===== src/rtl/gpa_fhdo_serial_iface.sv =====
// SPI master for the GPA-FHDO gradient board (DAC80504 + ADS8684 on one bus).
// Ports: clk, rst_n, data_i/valid_i command in, spi_clk_div_i, busy_o, fhd_* serial pins, adc_value_o.
module gpa_fhdo_serial_iface #(
  parameter int DAC_BITS = 24,
  parameter int ADC_BITS = 32
) (
  input  logic        clk,
  input  logic        rst_n,
  input  logic [31:0] data_i,
  input  logic        valid_i,
  input  logic [5:0]  spi_clk_div_i,
  output logic        busy_o,
  output logic        fhd_clk_o,
  output logic        fhd_sdo_o,
  input  logic        fhd_sdi_i,
  output logic        fhd_csn_o,
  output logic [15:0] adc_value_o
);

  localparam logic [6:0] DAC_EDGES = 7'(2 * DAC_BITS);
  localparam logic [6:0] ADC_EDGES = 7'(2 * ADC_BITS);

  typedef enum logic [2:0] {
    IDLE,
    CS_SETUP,
    FRAME_RESET,
    SHIFT,
    CS_HOLD,
    DONE
  } state_t;

  state_t      state, state_nx;
  logic [5:0]  div_q;
  logic [5:0]  hcnt;
  logic [6:0]  ecnt;
  logic        is_adc;
  logic [31:0] shreg;
  logic [15:0] rx;
  logic        tick;
  logic        dac_op;
  logic        adc_op;
  logic        start;
  logic        last_edge;

  // channel tag and last-channel flag ride along without shaping the frame
  logic unused_tag;
  assign unused_tag = ^data_i[26:24];

  assign tick   = (hcnt == 6'd0);
  assign dac_op = (data_i[31:27] == 5'b00000);
  assign adc_op = (data_i[31:27] == 5'b01000);
  assign start  = valid_i & (dac_op | adc_op);

  assign last_edge = (ecnt == ((is_adc ? ADC_EDGES : DAC_EDGES) - 7'd1));

  always_ff @(posedge clk or negedge rst_n) begin
    if (!rst_n) state <= IDLE;
    else        state <= state_nx;
  end

  always_comb begin
    state_nx = state;
    unique case (state)
      IDLE: begin
        if (start) state_nx = adc_op ? FRAME_RESET : CS_SETUP;
      end
      CS_SETUP: begin
        if (tick) state_nx = SHIFT;
      end
      FRAME_RESET: begin
        if (tick && ecnt == 7'd1) state_nx = SHIFT;
      end
      SHIFT: begin
        if (tick) begin
          if (is_adc && last_edge)
            state_nx = DONE;
          else if (!is_adc && ecnt == DAC_EDGES)
            state_nx = CS_HOLD;
        end
      end
      CS_HOLD: begin
        if (tick) state_nx = DONE;
      end
      DONE: begin
        if (tick) state_nx = IDLE;
      end
      default: state_nx = IDLE;
    endcase
  end

  always_ff @(posedge clk or negedge rst_n) begin
    if (!rst_n) begin
      div_q       <= '0;
      hcnt        <= '0;
      ecnt        <= '0;
      is_adc      <= 1'b0;
      shreg       <= '0;
      rx          <= '0;
      busy_o      <= 1'b0;
      fhd_clk_o   <= 1'b0;
      fhd_sdo_o   <= 1'b0;
      fhd_csn_o   <= 1'b1;
      adc_value_o <= '0;
    end else if (state == IDLE) begin
      if (start) begin
        div_q     <= spi_clk_div_i;
        hcnt      <= spi_clk_div_i;
        ecnt      <= '0;
        is_adc    <= adc_op;
        shreg     <= {data_i[23:0], 8'h00};
        busy_o    <= 1'b1;
        // csn low: DAC select, or the ADC frame-reset pulse
        fhd_csn_o <= 1'b0;
        fhd_sdo_o <= adc_op ? 1'b0 : data_i[23];
      end
    end else if (!tick) begin
      hcnt <= hcnt - 6'd1;
    end else begin
      hcnt <= div_q;
      unique case (state)
        FRAME_RESET: begin
          if (ecnt == 7'd1) begin
            fhd_csn_o <= 1'b1;
            fhd_sdo_o <= shreg[31];
            ecnt      <= '0;
          end else begin
            ecnt <= ecnt + 7'd1;
          end
        end
        SHIFT: begin
          if (is_adc || ecnt != DAC_EDGES) begin
            fhd_clk_o <= ~fhd_clk_o;
            ecnt      <= ecnt + 7'd1;
            // DAC: next bit on rising edges (first bit already out)
            if (!is_adc && !fhd_clk_o && ecnt != 7'd0) begin
              shreg     <= {shreg[30:0], 1'b0};
              fhd_sdo_o <= shreg[30];
            end
            // ADC: sample on rising, next bit on falling
            if (is_adc && !fhd_clk_o)
              rx <= {rx[14:0], fhd_sdi_i};
            if (is_adc && fhd_clk_o) begin
              if (last_edge) begin
                fhd_sdo_o   <= 1'b0;
                adc_value_o <= rx;
              end else begin
                shreg     <= {shreg[30:0], 1'b0};
                fhd_sdo_o <= shreg[30];
              end
            end
          end
        end
        CS_HOLD: begin
          fhd_csn_o <= 1'b1;
          fhd_sdo_o <= 1'b0;
        end
        DONE: begin
          busy_o <= 1'b0;
        end
        default: begin
        end
      endcase
    end
  end

endmodule


===== config.mk =====
export PLATFORM = sky130hd
export DESIGN_NAME = gpa_fhdo_serial_iface
export DESIGN_NICKNAME = d
export VERILOG_FILES = /design/src/rtl/gpa_fhdo_serial_iface.sv
export SDC_FILE = /design/constraint.sdc
export NUM_CORES = 1
export LEC_CHECK = 0
export CORE_UTILIZATION = 58
export DETAILED_ROUTE_END_ITERATION = 10
export GPL_ROUTABILITY_DRIVEN = 0
export PLACE_DENSITY = 0.82
export SYNTH_ARGS = -nofsm -noshare
export SYNTH_HDL_FRONTEND = slang
export SYNTH_SLANG_ARGS = --single-unit

===== constraint.sdc =====
create_clock -name clk -period 4.65 [get_ports clk]
set_input_delay 0.6975 -clock clk [delete_from_list [all_inputs] [get_ports clk]]
set_output_delay 0.6975 -clock clk [all_outputs]
set_load 0.005 [all_outputs]

# Word-level counts from Yosys, hierarchy flattened
# Cells that the tools add are included.
[totals]
reg_bits = 91
latch_bits = 0
ram_bits = 0
rom_bits = 0
input_bits = 42
out_inout_bits = 20
wordCells = 117
n_memories = 0
[classes]
add_sub_neg = 3
n_mul = 0
div = 0
magnitude_cmp = 0
n_eq_ne = 20
n_shift = 0
n_mux = 47
bitwise = 4
n_reduce_logical = 31
[op_table]
columns = ["operator", "count"]
rows = [
  ["two-way mux 32 bit", 8],
  ["two-way mux 7 bit", 6],
  ["two-way mux 3 bit", 8],
  ["two-way mux 6 bit", 3],
  ["one-hot mux 3 bit (6 select lines)", 1],
  ["two-way mux 1 bit", 17],
  ["AND reduction 4 bit", 4],
  ["one-hot mux 7 bit (2 select lines)", 1],
  ["!= test 2 bit (second input constant)", 6],
  ["AND reduction 6 bit", 2],
  ["!= test 3 bit (second input constant)", 3],
  ["nonzero test 2 bit", 4],
  ["adder 7 x 1 -> 7 bit (second input constant)", 1],
  ["equality test 7 x 1 -> 1 bit (second input constant)", 1],
  ["equality test 7 x 6 -> 1 bit (second input constant)", 1],
  ["equality test 7 bit", 1],
  ["logical AND 1 bit", 7],
  ["!= test 7 x 6 -> 1 bit (second input constant)", 1],
  ["AND reduction 7 bit", 1],
  ["nonzero test 7 bit", 1],
  ["subtractor 7 x 1 -> 7 bit (second input constant)", 1],
  ["equality test 3 x 2 -> 1 bit (second input constant)", 2],
  ["equality test 3 bit (second input constant)", 2],
  ["zero test 6 bit", 1],
  ["19 further kinds", 22],
]

# Logic depth before layout (Yosys ltp)
# Gate-level depths: netlist of the first run.
[depth]
word_depth = 10
ltp_mapped = 9

# Worst setup path before layout of the first run
# OpenSTA, ideal clock, no wires.
[synth_path]
kind = "in2reg"
start = "input data_i[31]"
end = "register ecnt[0]"
setup_time_ns = 0.125
t_arrival_ns = 2.366
t_required_ns = 4.525
setup_slack_ns = 2.159
stages = 6
n_path_buf = 1
path_cell_list = "nor4_1 > nand2_1 > nor2_1 > clkbuf_1 > a31oi_1 > mux2_4"
[synth_via]
elab_chain_len = 5
[synth_rtl]
columns = ["element", "line_no", "text"]
rows = [
  ["start, declared", "9", "input logic [31:0] data_i,"],
  ["equality test 5 x 4 -> 1 bit / zero test 5 bit (equally long branches)", "51, 50", ""],
  ["OR 1 bit *", "52", "assign start = valid_i & (dac_op | adc_op);"],
  ["AND 1 bit *", "52", ""],
  ["!= test 2 bit (no line) *", "-", ""],
  ["AND reduction 4 bit (no line) *", "-", ""],
  ["end signal, assigned", "127", "ecnt <= ecnt + 7'd1;"],
  ["end signal, assigned", "133", "ecnt <= ecnt + 7'd1;"],
  ["end, declared", "35", "logic [6:0] ecnt;"],
]
# Mark *: on every way between the ends. The rest lies on a longest branch, timed or not.
# A chain may end at the register's enable or synchronous reset.

# Final worst setup path of the first run
[layout_path]
start = "register hcnt[0]"
end = "register rx[4]"
[layout_via]
elab_chain_len = 2
[layout_rtl]
columns = ["element", "line_no", "text"]
rows = [
  ["start, declared", "34", "logic [5:0] hcnt;"],
  ["start signal, assigned", "107", "hcnt <= spi_clk_div_i;"],
  ["start signal, assigned", "117", "hcnt <= hcnt - 6'd1;"],
  ["start signal, assigned", "119", "hcnt <= div_q;"],
  ["zero test 6 bit", "49", "assign tick = (hcnt == 6'd0);"],
  ["AND reduction 5 bit (no line)", "-", ""],
  ["end signal, assigned", "141", "rx <= {rx[14:0], fhd_sdi_i};"],
  ["end, declared", "38", "logic [15:0] rx;"],
]
# Every way passes these cells.

==> results of run 1 <==
==> worst paths after layout <==
kind / start / endpoint / slack (ns) / cells after the start
max reg2reg: hcnt[0] / rx[4] / 1.48 / 6
max in group asynchronous: rst_n / shreg[7] / 3.34 / 2
min: rst_n / shreg[13] / 0.33 / 1
max: hcnt[0] / rx[4] / 1.48 / 6
min in group clk: fhd_csn_o / fhd_csn_o / 0.48 / 2
min reg2reg: fhd_csn_o / fhd_csn_o / 0.48 / 2
==> routing by layer <==
metal,share of wire,routed length [um]
met5,0,0
met3,0.056,477
met2,0.49,4230
met4,0.012,102
met1,0.44,3780
==> through the flow <==
step                cell area, sq um  setup slack, ns   util
floorplan                       4200             2.16      -
global placement                4860             1.44  0.703
detailed placement              4860             1.23  0.703
CTS                             5060             1.50  0.733
global route                    5060             1.23  0.733
finish                          5060             1.48  0.733
==> area by class of cell <==
class,instances,area (sq um),share of cell area
Multi-Input combinational cell,251,1830,0.362
Clock inverter,7,77.6,0.0153
Inverter,8,30.0,0.00593
Sequential cell,91,2280,0.450
Timing Repair Buffer,61,601,0.119
Clock buffer,9,124,0.0245
Tap cell,96,120,0.0237
==> critical path, cell delays in order (launching register included) <==
cell and delay, ns:
dfrtp_1 0.43, inv_1 0.12, ha_1 0.16, nor3b_1 0.41, and2_1 0.57, nand4b_1 0.82
mux2_2 0.56
==> registers in the layout (all words and copies together), names as in the netlist <==
name and count:
hcnt 6, state 3, fhd_clk_o 1, busy_o 1, ecnt 7, adc_value_o 16, is_adc 1, div_q 6
rx 16, fhd_csn_o 1, fhd_sdo_o 1, shreg 32
==> kinds of logic (layout without fill, tap and decap cells) <==
kind of cell,after synthesis,in the layout,synth area share
XOR/XNOR,3,3,0.00625
buffers and inverters,28,85,0.0271
flip-flops,91,91,0.542
AO/OA/AOI/OAI,109,109,0.199
AND/OR/NAND/NOR,98,98,0.114
adder cells (fa/ha/maj),5,5,0.0149
multiplexers,36,36,0.0971
==> power by group <==
part	internal (mW)	total (mW)	switching (mW)	leakage (nW)
logic	0.266	0.526	0.260	1.16
clock network	0.214	0.532	0.318	0.100
registers	0.961	1.10	0.141	1.20
total	1.44	2.16	0.719	2.46
==> cells in the mapped netlist (4+ instances only) <==
| cell | instances |
|---|---|
| a31oi_1 | 4 |
| mux2_2 | 30 |
| a22o_1 | 37 |
| nand2_1 | 40 |
| a21oi_1 | 12 |
| a21o_1 | 24 |
| ha_1 | 5 |
| inv_1 | 8 |
| nand3_1 | 7 |
| clkbuf_1 | 15 |
| nor2b_1 | 4 |
| mux2_1 | 4 |
| nor2_1 | 19 |
| o21ai_0 | 7 |
| buf_2 | 4 |
| dfrtp_1 | 90 |
| nor3_1 | 7 |
==> results.md, run 1 <==
- Routed Antenna Nets: 0
- Die height: 87.1 um
- Core ar.: 6910 sq um
- GRT met1 Usage: 0.326
- Top FF cell, synth: dfrtp_1
- Total power: roughly 2.2 mW
- Post-synthesis sequential area ratio: 0.542
- Hold_buf cts: 0
- Post-CTS sizing: 0
- Root Driver: clkbuf_8
- Synthesis warning total: 0
- Synthesized area per cell: roughly 11 sq um
- Vias: 3,107
- TritonCTS Buffers: 9
- Most common cell after layout, fill and taps aside: dfrtp_1
- FFs w/ async S/R, synth: 1.00
- Final Net Count: 469
- Crit path max fanout: 16
- Worst setup path class: reg2reg
- Post-CTS setup buffer count: 0
- Synth Cell Area: 4200 sq um
- Slew Viols, Final: 0
- Clock Latency Late Sink: 0.37 ns
- Grt peak-use layer: met2
- Drt total wl: 8590 um
- Post-synth top area share: 0.536
- Share of cells above drive strength 1: 0.143
- Critical Path RT: 4.90 ns
- Total grt overflow: 0
- Initial detailed-routing violation count: a little under 200
- Final setup skew: approximately 0.014 ns
- Synth area leaders: dfrtp_1, mux2_2, a22o_1
- Pwr/cell area: 427 nW/um^2
- Clock transition at the registers of the reported paths: around 0.1 ns
- CP arrival: 3.42 ns
- Fin crit period: ~3.2 ns
- Distinct cells, synth: 55
- Die area: 7590 sq um
- Hold Crit Class: in2async
- Final Hold Fails: 0
- Final setup fails: 0
- Synth-to-layout area growth: 20.4%
- Clock buffer depth: 2
- Placed Instances: a little over 500
- Row count: 30
- Post-route DRC violation count: 0
- RSZ-0062 raised after global routing: false
- Post-synthesis cell count: 370
- Tot GR Track Use: 0.246
- Post-synth EDFFs: 0
- Die Width: 87.1 um
- Setup TNS: 0 ns
- Hpwl dp: 5700 um
- Yosys reg bits: 91
- Met2 Use GR: 0.394
- Peak supply drop: 0.210 mV
- # port buffers: 58
- H-tree depth: 3
- Initial antenna violation count: 0
- Tcrit/Tclk final: 0.682
- N_diodes: 0
- Clock Sinks: roughly 90
- Synth Net Count: roughly 420
- Via/cell ratio: 5.94
- Area leader, netlist: dfrtp_1
- Drt wl/cell: 16.4 um
- CP Launch Type: flip-flop
- Finished Layout Cells: 523
- Worst-margin pin slew: 1.23 ns
- Filler cell count: 497
- First-pass iteration count of the detailed router: 4
- Slew headroom: 0.179
- Max Freq: 0.315 GHz
- Outcome: finished, final reports clean
- Crit. End Element: flip-flop
- Hold slack: 0.328 ns
- First-pass GRT wire length: about 14,000 um
- Lkg Pwr: 2.46 nW
- Starting Density: 0.609
- Most frequent cells in the layout: dfrtp_1, clkdlybuf4s50_1, nand2_1
- Largest net degree at the start of global routing: 48
- Vias in the first global route: about 3,000
- Max Cap Violations: 0
- CTS tree: built
- Io pins: 62
- Met3 Use GR: 0.0692
Note: power is estimated with default switching activity, not from simulation.
==> run 2, diff against run 1 <==
--- a/config.mk
+++ b/config.mk
@@ -5,10 +5,10 @@
 export SDC_FILE = /design/constraint.sdc
 export NUM_CORES = 1
 export LEC_CHECK = 0
-export CORE_UTILIZATION = 58
+export CORE_UTILIZATION = 49
 export DETAILED_ROUTE_END_ITERATION = 10
 export GPL_ROUTABILITY_DRIVEN = 0
-export PLACE_DENSITY = 0.82
+export PLACE_DENSITY = 0.73
 export SYNTH_ARGS = -nofsm -noshare
 export SYNTH_HDL_FRONTEND = slang
 export SYNTH_SLANG_ARGS = --single-unit
==> constraint.sdc (replaced) <==
create_clock -name clk -period 2.5 [get_ports clk]
set_input_delay 0.375 -clock clk [delete_from_list [all_inputs] [get_ports clk]]
set_output_delay 0.375 -clock clk [all_outputs]
set_load 0.005 [all_outputs]
==> run 2 against run 1 <==
Effect of this change:
- die area up 18%
- worst hold slack gained 0.15 ns
- register-to-register slack got worse by 1.4 ns
- sequential cell count unchanged
- count of clock-buffer cells in the layout did not move
- via count rose by 5.2%
- highest routed layer unchanged
- routed wire length rose by 7.2%
- largest cell class unchanged
- cell area up 7.6%
- sequential power increased by 83%
==> results.md, run 2 (synthesis gave the netlist of run 1 again) <==
- Outcome: finished, final reports clean (unchanged)
- Most frequent cells in the layout: dfrtp_1, clkdlybuf4s50_1, nand2_1 (unchanged)
- Max FFs per register: 32 (unchanged)
- Sw frac: 0.323 (was 0.333)
- Total power: 4.32 mW (was 2.16 mW)
- CTS tree: built (unchanged)
- Tot GR Track Use: 0.219 (was 0.246)
- Pwr/cell area: 794 nW/um^2 (was 427 nW/um^2)
- Clock Sinks: 91 (unchanged)
- Die area: 8950 sq um (was 7590 sq um)
- Hpwl dp: 6060 um (was 5700 um)
- Initial antenna violation count: 0 (unchanged)
- Final setup skew: 0.0126 ns (was 0.0136 ns)
- Critical Path RT: 2.74 ns (was 4.90 ns)
- Fin util: 0.660 (was 0.733)
- Slew Viols, Final: 0 (unchanged)
- Largest net degree at the start of global routing: 52 (was 48)
- Final Net Count: 508 (was 469)
- Clock Latency Late Sink: 0.36 ns (was 0.37 ns)
- Root Driver: clkbuf_8 (unchanged)
- Synth-to-layout area growth: 29.6% (was 20.4%)
- Crit path max fanout: 16 (unchanged)
- Reg2Reg Depth: 9 (was 6)
- CP Launch Type: flip-flop (unchanged)
- Fin area: 5450 sq um (was 5060 sq um)
- Post-route DRC violation count: 0 (unchanged)
- Die Width: 94.6 um (was 87.1 um)
- Fin crit period: 2.47 ns (was 3.17 ns)
- Initial detailed-routing violation count: 144 (was 196)
- Max Freq: 0.405 GHz (was 0.315 GHz)
- Slew headroom: 0.644 (was 0.179)
- Switching power: 1.40 mW (was 0.719 mW)
- Lkg Pwr: 2.69 nW (was 2.46 nW)
- Met3 Use GR: 0.0451 (was 0.0692)
- Total grt overflow: 0 (unchanged)
- Hold Crit Endpoint: fhd_csn_o
- # port buffers: 58 (unchanged)
- Hold slack: 0.478 ns (was 0.328 ns)
- Max Cap Violations: 0 (unchanged)
- Final Hold Fails: 0 (unchanged)
- Met2 Use GR: 0.339 (was 0.394)
- Die height: 94.6 um (was 87.1 um)
- Filler cell count: 659 (was 497)
- Row count: 33 (was 30)
- Worst Hold Path Cells: 2
- Worst setup path class: reg2reg (unchanged)
- Vias in the first global route: 3,162 (was 2,995)
- Via/cell ratio: 5.73 (was 5.94)
- Vias: 3,269 (was 3,107)
- TritonCTS Buffers: 9 (unchanged)
- Grt peak-use layer: met2 (unchanged)
- First-pass GRT wire length: 15,200 um (was 14,300 um)
- Routed Antenna Nets: 0 (unchanged)
- GRT met1 Usage: 0.305 (was 0.326)
- Io pins: 62 (unchanged)
- Hold Crit Class: reg2reg (was in2async)
- Hold path start: fhd_csn_o
- Most common cell after layout, fill and taps aside: dfrtp_1 (unchanged)
- Worst-margin pin slew: 0.535 ns (was 1.23 ns)
- R2r endpoint: adc_value_o[8] (was rx[4])
- Tcrit/Tclk final: 0.987 (was 0.682)
- Cell Area, Placed: 5150 sq um (was 4860 sq um)
- Seq pwr share: 0.464 (was 0.510)
- Clock transition at the registers of the reported paths: 0.10 ns (about the same)
- Final setup fails: 0 (unchanged)
- Core ar.: 8260 sq um (was 6910 sq um)
- N_diodes: 0 (unchanged)
- CP arrival: 2.71 ns (was 3.42 ns)
- Starting Density: 0.509 (was 0.609)
- Reg with most FFs: shreg (unchanged)
- Clk pwr share: 0.252 (was 0.246)
- Crit. End Element: flip-flop (unchanged)
- Worst r2r src: ecnt[1] (was hcnt[0])
- Combinational power share: 0.284 (was 0.243)
- H-tree depth: 3 (unchanged)
- Drt total wl: 9210 um (was 8590 um)
- Share of cells above drive strength 1: 0.225 (was 0.143)
- Drt wl/cell: 16.1 um (was 16.4 um)
- Worst R2R Setup Slack: 0.03 ns (was 1.48 ns)
- First-pass iteration count of the detailed router: 4 (unchanged)
- Clock buffer depth: 2 (unchanged)
- Largest registers: shreg (32), adc_value_o (16), rx (16) (unchanged)
- Int Pwr: 2.93 mW (was 1.44 mW)
- Peak supply drop: 0.504 mV (was 0.210 mV)
==> run 2: cell types whose count changed in the layout (fill, tap and decap cells not counted), moves of 2 or more <==
cell    delta
inv_1      -2
buf_12     +4
inv_8      -2
buf_4     +34
inv_2      +2
==> run 2: per-stage QoR <==
stage,setup WS (ns),setup TNS (ns),std cells
6_report,0.0317,0,571
5_1_grt,-0.00580,-0.00746,571
4_1_cts,0.0236,0,569
3_5_place_dp,-0.129,-2.71,547
3_3_place_gp,-0.0702,-0.816,547
2_1_floorplan,0.0845,0,370
==> run 2: worst max-delay path by stage <==
stage,from,to,slack [ns],cells after the start
6_report,ecnt[1],adc_value_o[8],0.03,9
5_1_grt,ecnt[1],adc_value_o[8],-0.006,9
4_1_cts,ecnt[0],ecnt[0],0.02,7
3_5_place_dp,hcnt[0],shreg[15],-0.13,8
3_3_place_gp,hcnt[0],shreg[18],-0.07,8
2_1_floorplan,ecnt[0],ecnt[0],0.08,7
==> run 2: power by group through the flow <==
stage / Clock [mW] / Sequential (mW) / Combinational (mW)
2_1_floorplan: 0 / 1.97 / 0.751
3_3_place_gp: 0 / 2.01 / 1.13
3_5_place_dp: 0 / 2.03 / 1.17
4_1_cts: 1.10 / 1.99 / 1.20
5_1_grt: 1.16 / 2.04 / 1.36
6_report: 1.09 / 2.01 / 1.23
==> run 2: layer usage <==
| layer | up-vias | wire [um] |
|---|---|---|
| li1 | 1537 | - |
| met1 | 1607 | 4290 |
| met2 | 108 | 4290 |
| met3 | 17 | 490 |
| met4 | 0 | 137 |
| met5 | - | 0 |
==> run 2: what timing repair did <==
item / 4_1_cts / 5_1_grt
gates cloned: 0 / 0
pin swaps: 1 / 2
resized for setup: 1 / 5
setup endpoints to repair: 46 / 16
hold buffers: 1 / 0
hold endpoints to repair: 12 / 0
setup buffers: 5 / 2
==> run 2: area by class of cell <==
type	instances	area (sq um)	area share
Sequential cell	91	2280	0.418
Multi-Input combinational cell	251	1840	0.338
Timing Repair Buffer	100	946	0.174
Tap cell	105	131	0.0241
Clock buffer	9	124	0.0227
Clock inverter	7	93.8	0.0172
Inverter	8	30.0	0.00551
==> run 2: worst max-delay path: stages (launching register included) <==
cell and delay, ns:
dfrtp_1 0.41, inv_2 0.07, ha_2 0.18, or4b_4 0.50, nor3_2 0.33, buf_4 0.18, nor3_2 0.06, nand2_1 0.12
buf_12 0.17, mux2_2 0.34
==> run 3, diff against run 2 <==
--- a/config.mk
+++ b/config.mk
@@ -5,10 +5,13 @@
 export SDC_FILE = /design/constraint.sdc
 export NUM_CORES = 1
 export LEC_CHECK = 0
-export CORE_UTILIZATION = 49
+export CELL_PAD_IN_SITES_DETAIL_PLACEMENT = 0
+export CELL_PAD_IN_SITES_GLOBAL_PLACEMENT = 2
+export CORE_UTILIZATION = 32
 export DETAILED_ROUTE_END_ITERATION = 10
 export GPL_ROUTABILITY_DRIVEN = 0
-export PLACE_DENSITY = 0.73
+export PLACE_DENSITY = 0.72
+export SLEW_MARGIN = 5
 export SYNTH_ARGS = -nofsm -noshare
 export SYNTH_HDL_FRONTEND = slang
 export SYNTH_SLANG_ARGS = --single-unit
==> run 3 against run 2 <==
Effect of this change:
- critical path depth fell by 2
- routed wire length rose by 4.6%
- cell area rose by 0.94%
- die area rose by 52%
- sequential cell count did not move
- global-route usage fell by 6.2 points
- core utilization fell by 23 points
- sequential power barely moved
- register-to-register slack improved by 0.02 ns
- count of clock-buffer cells in the layout rose by 2
- worst hold slack got worse by 0.0014 ns
- clock skew fell by 0.0031 ns
- highest routed layer unchanged
==> results.md, run 3 (synthesis gave the netlist of run 1 again) <==
- Outcome: finished, final reports clean (unchanged)
- Row count: 41 (was 33)
- Hpwl dp: 6600 um (was 6060 um)
- Slowest stage cell, crit path: or4b_4 (unchanged)
- Final setup skew: 0.00952 ns (was 0.0126 ns)
- GRT met1 Usage: 0.206 (was 0.305)
- Via/cell ratio: 4.98 (was 5.73)
- # port buffers: 58 (unchanged)
- Largest registers: shreg (32), adc_value_o (16), rx (16) (unchanged)
- DP Worst Slack: 0.0598 ns (was -0.129 ns)
- Max FFs per register: 32 (unchanged)
- Synth-to-layout area growth: 30.8% (was 29.6%)
- Hold Crit Endpoint: shreg[17] (was fhd_csn_o)
- Multi-input combinational cell area: 1830 sq um (was 1840 sq um)
- Die area: 13,600 sq um (was 8950 sq um)
- Hold slack: 0.477 ns (was 0.478 ns)
- Most frequent cells in the layout: dfrtp_1, clkdlybuf4s50_1, nand2_1 (unchanged)
- First-pass iteration count of the detailed router: 4 (unchanged)
- Vias in the first global route: 3,272 (was 3,162)
- Met2 Use GR: 0.244 (was 0.339)
- Largest net degree at the start of global routing: 59 (was 52)
- Placed Instances: 609 (was 547)
- First-pass GRT wire length: 16,200 um (was 15,200 um)
- Worst-margin pin slew: 0.466 ns (was 0.535 ns)
- Routed Antenna Nets: 0 (unchanged)
- Vias: 3,115 (was 3,269)
- Crit path max fanout: 7 (was 16)
- Fin crit period: 2.44 ns (was 2.47 ns)
- Crit. End Element: flip-flop (unchanged)
- TritonCTS Buffers: 9 (unchanged)
- Lkg Pwr: 2.66 nW (was 2.69 nW)
- Clock buffer depth: 2 (unchanged)
- Slew Viols, Final: 0 (unchanged)
- Tot GR Track Use: 0.157 (was 0.219)
- Final setup margin: 0.0561 ns (was 0.0317 ns)
- Reg2Reg Depth: 7 (was 9)
- CTS tree: built (unchanged)
- Core ar.: 12,700 sq um (was 8260 sq um)
- Share of cells above drive strength 1: 0.198 (was 0.225)
- Tcrit/Tclk final: 0.978 (was 0.987)
- Delay of the slowest critical-path stage: 0.50 ns (about the same)
- Most common cell after layout, fill and taps aside: dfrtp_1 (unchanged)
- Cell Area, Placed: 5200 sq um (was 5150 sq um)
- Fin area: 5500 sq um (was 5450 sq um)
- Pwr/cell area: 808 nW/um^2 (was 794 nW/um^2)
- Critical Path RT: 2.73 ns (was 2.74 ns)
- Hold Crit Class: reg2reg (unchanged)
- Crit path cell chain: inv_2 -> ha_2 -> or4b_4 -> or4_4 -> a32o_2 -> nor2b_4 -> mux2_4 (was inv_2 -> ha_2 -> or4b_4 -> nor3_2 -> buf_4 -> nor3_2 -> nand2_1 -> buf_12 -> mux2_2)
- Starting Density: 0.330 (was 0.509)
- Final Hold Fails: 0 (unchanged)
- Filler cell count: 1,262 (was 659)
- Die height: 117 um (was 94.6 um)
- Initial detailed-routing violation count: 155 (was 144)
- Worst R2R Setup Slack: 0.06 ns (was 0.03 ns)
- Hold path start: shreg[17] (was fhd_csn_o)
- Worst r2r src: ecnt[0] (was ecnt[1])
- Max Cap Violations: 0 (unchanged)
- H-tree depth: 3 (unchanged)
- Io pins: 62 (unchanged)
- Fin util: 0.432 (was 0.660)
- Finished Layout Cells: 626 (was 571)
- Post-route DRC violation count: 0 (unchanged)
- Peak supply drop: 0.406 mV (was 0.504 mV)
- RSZ-0062 raised after global routing: false
- Final setup fails: 0 (unchanged)
- Met3 Use GR: 0.0483 (was 0.0451)
- N_diodes: 0 (unchanged)
- Register area: 2280 sq um (unchanged)
- Setup TNS: 0 ns (unchanged)
- Reg with most FFs: shreg (unchanged)
- Worst setup path class: reg2reg (unchanged)
- CP Launch Type: flip-flop (unchanged)
- Worst Hold Path Cells: 1 (was 2)
- Slew headroom: 0.686 (was 0.644)
- Initial antenna violation count: 0 (unchanged)
- CP arrival: 2.67 ns (was 2.71 ns)
- Clock Latency Late Sink: 0.35 ns (was 0.36 ns)
- Drt total wl: 9640 um (was 9210 um)
- Total grt overflow: 0 (unchanged)
- Max Freq: 0.409 GHz (was 0.405 GHz)
- Grt peak-use layer: met2 (unchanged)
- Root Driver: clkbuf_16 (was clkbuf_8)
- R2r endpoint: ecnt[0] (was adc_value_o[8])
- Final Net Count: 496 (was 508)
- Drt wl/cell: 15.4 um (was 16.1 um)
- Clock Sinks: 91 (unchanged)
- Die Width: 117 um (was 94.6 um)
- Total power: 4.44 mW (was 4.32 mW)
- Clock transition at the registers of the reported paths: 0.06 ns (was 0.10 ns)
-- run 3: report_power, final --
group | internal, mW | switching (mW)
Combinational | 0.566 | 0.531
Clock | 0.714 | 0.592
Sequential | 1.79 | 0.250
Total | 3.07 | 1.37
-- run 3: per-layer routing --
| metal | up-vias | routed length (um) |
|---|---|---|
| li1 | 1514 | - |
| met3 | 11 | 451 |
| met4 | 0 | 151 |
| met5 | - | 0 |
| met1 | 1529 | 4690 |
| met2 | 61 | 4350 |
-- run 3: worst max-delay path, delay by kind of cell, from the launching register on --
| family | cells | cell delay [ns] |
|---|---|---|
| simple gates | 3 | 1.15 |
| flops | 1 | 0.39 |
| compound gates | 1 | 0.29 |
| mux | 1 | 0.27 |
| fa+ha+maj | 1 | 0.17 |
| buf+inv | 1 | 0.06 |
-- run 3: final cells by class --
| type | count | share of cell area |
|---|---|---|
| Multi-Input combinational cell | 251 | 0.333 |
| Tap cell | 172 | 0.0391 |
| Inverter | 8 | 0.00546 |
| Clock inverter | 5 | 0.00774 |
| Clock buffer | 11 | 0.0442 |
| Sequential cell | 91 | 0.414 |
| Timing Repair Buffer | 88 | 0.156 |
-- run 3: worst max path at each step --
stage / startpoint / cells after the start / to / slack (ns)
6_report: ecnt[0] / 7 / ecnt[0] / 0.06
5_1_grt: ecnt[0] / 7 / ecnt[0] / 0.0008
4_1_cts: ecnt[0] / 7 / ecnt[0] / 0.05
3_5_place_dp: ecnt[0] / 7 / ecnt[0] / 0.06
3_3_place_gp: ecnt[0] / 7 / ecnt[0] / 0.09
2_1_floorplan: ecnt[0] / 7 / ecnt[0] / 0.08
-- run 3: what timing repair did --
| action | CTS | global route |
|---|---|---|
| hold buffers | 1 | 0 |
| endpoints found under the setup margin | 0 | 1 |
| endpoints found under the hold margin | 32 | 0 |
| buffers inserted | 0 | 0 |
| resized for setup | 0 | 4 |
